File: src/rtl/goertzel_sample_buffer_if.sv
// Sample-stream and loop-core port bundle for goertzel_sample_buffer.
// master = upstream source plus Goertzel core, slave = the buffer itself.
interface goertzel_sample_buffer_if #(
    parameter int B_W = 8,
    parameter int A_W = 9
);
    logic [B_W-1:0] in_data;
    logic           in_valid;
    logic           in_ready;
    logic [A_W-1:0] read_address;
    logic [B_W-1:0] data_n;
    logic           start;
    logic           done;
    logic           busy;

    modport master (
        output in_data, in_valid, read_address, done,
        input  in_ready, data_n, start, busy
    );

    modport slave (
        input  in_data, in_valid, read_address, done,
        output in_ready, data_n, start, busy
    );
endinterface

File: src/rtl/goertzel_sample_buffer.sv
// Frame capture buffer for the Goertzel loop core: fills 2^A_W samples, pulses start, serves reads until done.
// Optional feature macro GOERTZEL_BUF_DROP_EN: accept-and-discard samples while serving, counted in drop_cnt.
module goertzel_sample_buffer #(
    parameter int B_W = 8,
    parameter int A_W = 9
) (
    input  logic                     sys_clk,
    input  logic                     rst,
    input  logic                     arm,
    goertzel_sample_buffer_if.slave  bus,
    output logic [7:0]               frame_cnt
`ifdef GOERTZEL_BUF_DROP_EN
    ,
    output logic [15:0]              drop_cnt
`endif
);
    localparam int DEPTH = 1 << A_W;

    typedef enum logic [1:0] {
        IDLE   = 2'd0,
        FILL   = 2'd1,
        LAUNCH = 2'd2,
        SERVE  = 2'd3
    } state_t;

    state_t         state_q, state_d;
    logic [A_W-1:0] wr_ptr_q, wr_ptr_d;
    logic           in_ready_q, in_ready_d;
    logic           start_q, start_d;
    logic           busy_q, busy_d;
    logic [7:0]     frame_cnt_q, frame_cnt_d;
    logic [B_W-1:0] data_n_q;
    logic           xfer_s;
    logic           wr_en_s;

    logic [B_W-1:0] mem [0:DEPTH-1];

    // Next-state and output decode; in_ready/start are registered from the next state.
    always_comb begin
        state_d     = state_q;
        wr_ptr_d    = wr_ptr_q;
        busy_d      = busy_q;
        frame_cnt_d = frame_cnt_q;
        wr_en_s     = 1'b0;
        xfer_s      = bus.in_valid && in_ready_q;
        case (state_q)
            IDLE: begin
                if (arm) begin
                    state_d  = FILL;
                    wr_ptr_d = '0;
                end else begin
                    state_d  = IDLE;
                end
            end
            FILL: begin
                if (xfer_s) begin
                    wr_en_s  = 1'b1;
                    wr_ptr_d = wr_ptr_q + A_W'(1);
                end else begin
                    wr_ptr_d = wr_ptr_q;
                end
                // Disarming throws away the partial frame, but this cycle's sample is still written.
                if (!arm) begin
                    state_d  = IDLE;
                    wr_ptr_d = '0;
                end else if (xfer_s && (wr_ptr_q == {A_W{1'b1}})) begin
                    state_d  = LAUNCH;
                end else begin
                    state_d  = FILL;
                end
            end
            LAUNCH: begin
                state_d     = SERVE;
                busy_d      = 1'b1;
                frame_cnt_d = frame_cnt_q + 8'd1;
            end
            SERVE: begin
                if (bus.done) begin
                    state_d  = arm ? FILL : IDLE;
                    busy_d   = 1'b0;
                    wr_ptr_d = '0;
                end else begin
                    state_d  = SERVE;
                end
            end
            default: begin
                state_d  = IDLE;
                wr_ptr_d = '0;
                busy_d   = 1'b0;
            end
        endcase
`ifdef GOERTZEL_BUF_DROP_EN
        in_ready_d = (state_d == FILL) || (state_d == SERVE);
`else
        in_ready_d = (state_d == FILL);
`endif
        start_d = (state_d == LAUNCH);
    end

    // Control state and registered outputs.
    always_ff @(posedge sys_clk or posedge rst) begin
        if (rst) begin
            state_q     <= IDLE;
            wr_ptr_q    <= '0;
            in_ready_q  <= 1'b0;
            start_q     <= 1'b0;
            busy_q      <= 1'b0;
            frame_cnt_q <= 8'd0;
        end else begin
            state_q     <= state_d;
            wr_ptr_q    <= wr_ptr_d;
            in_ready_q  <= in_ready_d;
            start_q     <= start_d;
            busy_q      <= busy_d;
            frame_cnt_q <= frame_cnt_d;
        end
    end

    // Sample memory write port; contents are intentionally not reset.
    always_ff @(posedge sys_clk) begin
        if (wr_en_s) begin
            mem[wr_ptr_q] <= bus.in_data;
        end
    end

    // Registered read port, updated in every state.
    always_ff @(posedge sys_clk or posedge rst) begin
        if (rst) begin
            data_n_q <= '0;
        end else begin
            data_n_q <= mem[bus.read_address];
        end
    end

`ifdef GOERTZEL_BUF_DROP_EN
    logic [15:0] drop_cnt_q, drop_cnt_d;

    // Discarded-sample counter, saturating, restarted with each new frame.
    always_comb begin
        if (state_q == LAUNCH) begin
            drop_cnt_d = 16'd0;
        end else if ((state_q == SERVE) && xfer_s && (drop_cnt_q != 16'hFFFF)) begin
            drop_cnt_d = drop_cnt_q + 16'd1;
        end else begin
            drop_cnt_d = drop_cnt_q;
        end
    end

    // Drop counter register.
    always_ff @(posedge sys_clk or posedge rst) begin
        if (rst) begin
            drop_cnt_q <= 16'd0;
        end else begin
            drop_cnt_q <= drop_cnt_d;
        end
    end

    assign drop_cnt = drop_cnt_q;
`endif

    assign bus.in_ready = in_ready_q;
    assign bus.start    = start_q;
    assign bus.busy     = busy_q;
    assign bus.data_n   = data_n_q;
    assign frame_cnt    = frame_cnt_q;
endmodule

File: src/flat_wrapper.sv
// flat-port wrapper written by rule: the top's interface ports become plain ports
module goertzel_sample_buffer_flat 
#(
    parameter int B_W = 8,
    parameter int A_W = 9
)
  (sys_clk, rst, arm, frame_cnt, bus_in_data, bus_in_valid, bus_read_address, bus_done, bus_in_ready, bus_data_n, bus_start, bus_busy);
  goertzel_sample_buffer_if #(.B_W(B_W), .A_W(A_W)) bus_i ();
  input  logic sys_clk;
  input  logic rst;
  input  logic arm;
  output logic [7:0] frame_cnt;
  input wire logic [$bits(bus_i.in_data)-1:0] bus_in_data;
  input wire logic [$bits(bus_i.in_valid)-1:0] bus_in_valid;
  input wire logic [$bits(bus_i.read_address)-1:0] bus_read_address;
  input wire logic [$bits(bus_i.done)-1:0] bus_done;
  output wire logic [$bits(bus_i.in_ready)-1:0] bus_in_ready;
  output wire logic [$bits(bus_i.data_n)-1:0] bus_data_n;
  output wire logic [$bits(bus_i.start)-1:0] bus_start;
  output wire logic [$bits(bus_i.busy)-1:0] bus_busy;
  assign bus_i.in_data = bus_in_data;
  assign bus_i.in_valid = bus_in_valid;
  assign bus_i.read_address = bus_read_address;
  assign bus_i.done = bus_done;
  assign bus_in_ready = bus_i.in_ready;
  assign bus_data_n = bus_i.data_n;
  assign bus_start = bus_i.start;
  assign bus_busy = bus_i.busy;
  goertzel_sample_buffer #(.B_W(B_W), .A_W(A_W)) u_core (.sys_clk(sys_clk), .rst(rst), .arm(arm), .bus(bus_i), .frame_cnt(frame_cnt));
endmodule
File: config.mk
export PLATFORM = sky130hd
export DESIGN_NAME = goertzel_sample_buffer_flat
export DESIGN_NICKNAME = d
export VERILOG_FILES = /design/src/rtl/goertzel_sample_buffer_if.sv /design/src/rtl/goertzel_sample_buffer.sv /design/src/flat_wrapper.sv
export SDC_FILE = /design/constraint.sdc
export NUM_CORES = 2
export LEC_CHECK = 0
export ABC_CLOCK_PERIOD_IN_PS = 2100
export CORE_ASPECT_RATIO = 1.2
export CORE_MARGIN = 2
export CORE_UTILIZATION = 59
export CTS_BUF_LIST = sky130_fd_sc_hd__clkbuf_8
export DETAILED_ROUTE_END_ITERATION = 10
export HOLD_SLACK_MARGIN = 0.1
export PLACE_DENSITY = 0.78
export SETUP_SLACK_MARGIN = 0.5
export SLEW_MARGIN = 20
export SYNTH_ARGS = -nofsm -noshare
export SYNTH_HDL_FRONTEND = slang
export SYNTH_SLANG_ARGS = --single-unit
File: constraint.sdc
create_clock -name sys_clk -period 2.1 [get_ports sys_clk]
set_clock_uncertainty 0.05 [all_clocks]
set_input_delay 0.63 -clock sys_clk [delete_from_list [all_inputs] [get_ports sys_clk]]
set_output_delay 0.63 -clock sys_clk [all_outputs]
set_load 0.05 [all_outputs]
==> summary.md <==
| Metric | Value |
|---|---|
| Run status | finished with violations |
| Failing checks | setup timing |
| Core area | 276000 µm² |
| RSZ-0062 raised after global routing | yes |
| Via/cell ratio | ~6.8 |
| Initial Util | around three fifths |
| GRT overflow | 0 |
| Arrival time at the worst endpoint | 3.74 ns |
| Sequential area share after synthesis | 75.6% |
| Cts bufs inserted | between 600 and 700 |
| Hold depth | 4 |
| Synthesized area | 164000 µm² |
| CTS sink count | just over 4000 |
| Boundary Pins | 41 |
| First-pass GRT wire length | ~670 mm |
| Max Fclk | about 370 MHz |
| Top FF cell, synth | edfxtp_1 |
| Antenna-violating nets left | 0 |
| P_leak | 65.6 nW |
| Post-synth top cells | edfxtp_1 (4096), mux2i_1 (724), nor2_1 (636) |
| Final period utilization | 130% |
| Worst r2r dst | u_core.bus.data_n[2] |
| Vias | 94800 |
| Latest clock arrival within the worst-skew pair | 1.09 ns |
| Slew margin rel. | 23.7% |
| Share of cells above drive strength 1 | 34.8% |
| Die Ht | 581 µm |
| Crit path capture type | flip-flop |
| Post-synth EDFFs | 4096 |
| Mapped Cells | 8244 |
| #FFs+latches synth | 4126 |
| Wire per inst | around 35 µm |
| Worst-Margin Slew | ~1.1 ns |
| Peak supply drop | 0.000765 V |
| Finished Layout Cells | 13900 |
| Crit Path Class | in -> reg |
| Largest net degree at the start of global routing | approximately 80 |
| Minimum clock period | about 2.7 ns |
| Worst endpoint required time | 3.11 ns |
| CTS tree | done |
| Synth area leader | edfxtp_1 |
| Syn. warnings | 0 |
| Max FO, Critical Path | 8 |
| Synth area leaders | edfxtp_1 (75%), mux4_2 (7.5%), mux2i_1 (4.4%) |
| Syn avg cell area | 19.9 µm² |
| Chip width | 485 µm |
| Setup tns final | -735.45 ns |
| Clock root cell | clkbuf_8 |
| Max Buffers Root-to-Sink | 4 |
| Initial antenna violation count | 11 |
| Slack of the critical path | -0.633 ns |
| Global Route Usage Sum | 33.3% |
| Drt total wl | 486 mm |
| DP Wirelength | slightly above 300 mm |
| Synth async-reset ratio | 0.727% |
| Reg2Reg Setup Slack | -0.51 ns |
| Startpoint type of the worst setup path | primary input |
| R2R depth | 7 |
| Final setup vio count | 4115 |
| CTS clk-pin slew, worst paths | 0.07 ns |
| DRC | 0 |
| DRT Pass-1 Iters | 8 |
| DR iter-0 viols | between 10000 and 15000 |
| GPL Wtd Cong | 0.979 |
| Row count | 211 |
| Yosys cell types | 100 |
| Max-Cap Viols | 0 |
| H-tree depth | 6 |
| Top-count cell post-synth | edfxtp_1 |
| # nets final | 9811 |
| Cell Pwr Density | between 800 and 900 nW/µm² |
| Hold path start | bus_read_address[3] |
| Die ar. | 282000 µm² |
| Endpoint, Worst Hold | u_core.bus.data_n[3] |
| Number of port buffers | 40 |
| RR Startpoint | u_core.mem[5][2] |
| Area growth syn-to-layout | 20.9% |
| Top-area cell type share of the netlist area | 75.1% |
| Hold Crit Class | in -> reg |
| Post-Place Cells | 12600 |
| Max-slew violation count | 0 |
| Synth Net Count | 8272 |
| Number of global-route vias before repair | about 95000 |
| Final Hold Fails | 0 |
## layout make-up
class	instances	area, µm²
sequential	4126	124000
fill	15200	77700
multi-input combinational	3562	41000
timing repair buffer	1466	17500
clock buffer	627	8630
tap	3621	4530
clock inverter	472	2390
inverter	16	75.1
antenna	10	25.0
## through the flow
| stage | power, mW | hold WS, ns | instance area, µm² | util [%] | worst slack (ns) |
|---|---|---|---|---|---|
| 3_3_place_gp | 102 | 0.419 | 182000 | 66.0 | -2.65 |
| 2_1_floorplan | 97.1 | 0.450 | 169000 | - | -0.648 |
| 6_report | 162 | 0.270 | 198000 | 71.8 | -0.633 |
| 4_1_cts | 161 | 0.218 | 195000 | 70.9 | -0.438 |
| 5_1_grt | 166 | 0.271 | 198000 | 71.8 | -0.544 |
| 3_5_place_dp | 102 | 0.437 | 182000 | 66.0 | -2.29 |
## what timing repair did
action,in CTS,in global routing
endpoints found under the hold margin,795,0
gates resized for setup,270,187
cloned,7,19
endpoints found under the setup margin,4134,4136
pin swaps,72,109
buffers inserted,74,91
hold buffers,9,0
## cells in the final DEF (no fill, tap or decap), types with 60 or more instances in the layout
master    Yosys  routed
nand2_1     185     135
mux4_2      545     565
buf_6        71      86
buf_4        37     891
clkinv_2      0      60
edfxtp_1   4096    4096
mux2i_1     724     720
inv_1        14     206
clkinv_1      1     166
buf_12       29     408
o221ai_1    259     227
nor2_1      636     132
a21oi_1     174     159
nor3_1       72      66
mux4_1      133     113
o21ai_0     126      99
nor2_4        0     499
clkbuf_8     37     627
o22ai_1     147     141
## cell families (layout without fill, tap and decap cells)
group / count (synthesis) / after routing / synth area share (%)
DFF: 4126 / 4126 / 75.6
other: 0 / 10 / 0
muxes: 1458 / 1458 / 14.4
and+or+nand+nor: 1106 / 1106 / 2.96
xor gates and xnor gates: 11 / 11 / 0.0589
buffers and inverters: 556 / 2581 / 2.60
adders and majority gates: 6 / 6 / 0.0459
AOI/OAI and AO/OA: 981 / 981 / 4.27
## worst max-delay path, cell delays in order
cell and delay, ns:
buf_8 0.15, buf_4 0.21, buf_4 0.16, nor2b_4 0.20, buf_12 0.22, buf_4 0.20, buf_4 0.22, nand2_1 0.07
o2111ai_1 0.08, a21oi_1 0.10, o31ai_2 0.93, o211a_1 0.37, o211a_1 0.17
## registers in the layout (all words and copies together), names as in the netlist
register / cells
u_core.wr_ptr_q: 9
u_core.bus.data_n: 8
u_core.bus.start: 1
u_core.bus.busy: 1
u_core.bus.in_ready: 1
u_core.frame_cnt: 8
u_core.mem: 4096
u_core.state_q: 2
## report_power, final
part / total [mW] / internal, mW / leakage (nW) / switching [mW]
clock: 60.2 / 29.3 / 6.34 / 30.9
combinational: 11.1 / 4.38 / 22.1 / 6.71
sequential: 90.6 / 90.5 / 37.2 / 0.128
total: 162 / 124 / 65.6 / 37.8
## per-layer routing
metal,wire (µm),vias to the layer above,global-route usage [%],part of all wire [%]
met1,158000,48200,41.2,33
li1,-,37500,-,-
met3,57800,1655,8.17,12
met2,231000,7464,52.8,48
met4,38300,12,21.7,7.9
met5,115,-,0,0.024
## worst max-delay path by stage
stage	from	endpoint	cells after the start
after floorplan	bus_read_address[0]	u_core.bus.data_n[7]	10
after global placement	bus_read_address[0]	u_core.bus.data_n[6]	11
after detailed placement	bus_read_address[0]	u_core.bus.data_n[6]	11
after CTS	u_core.bus.data_n[0]	bus_data_n[0]	1
after global routing	bus_read_address[1]	u_core.bus.data_n[6]	13
final	bus_read_address[1]	u_core.bus.data_n[6]	13
Power figures use the tool's default switching activity.
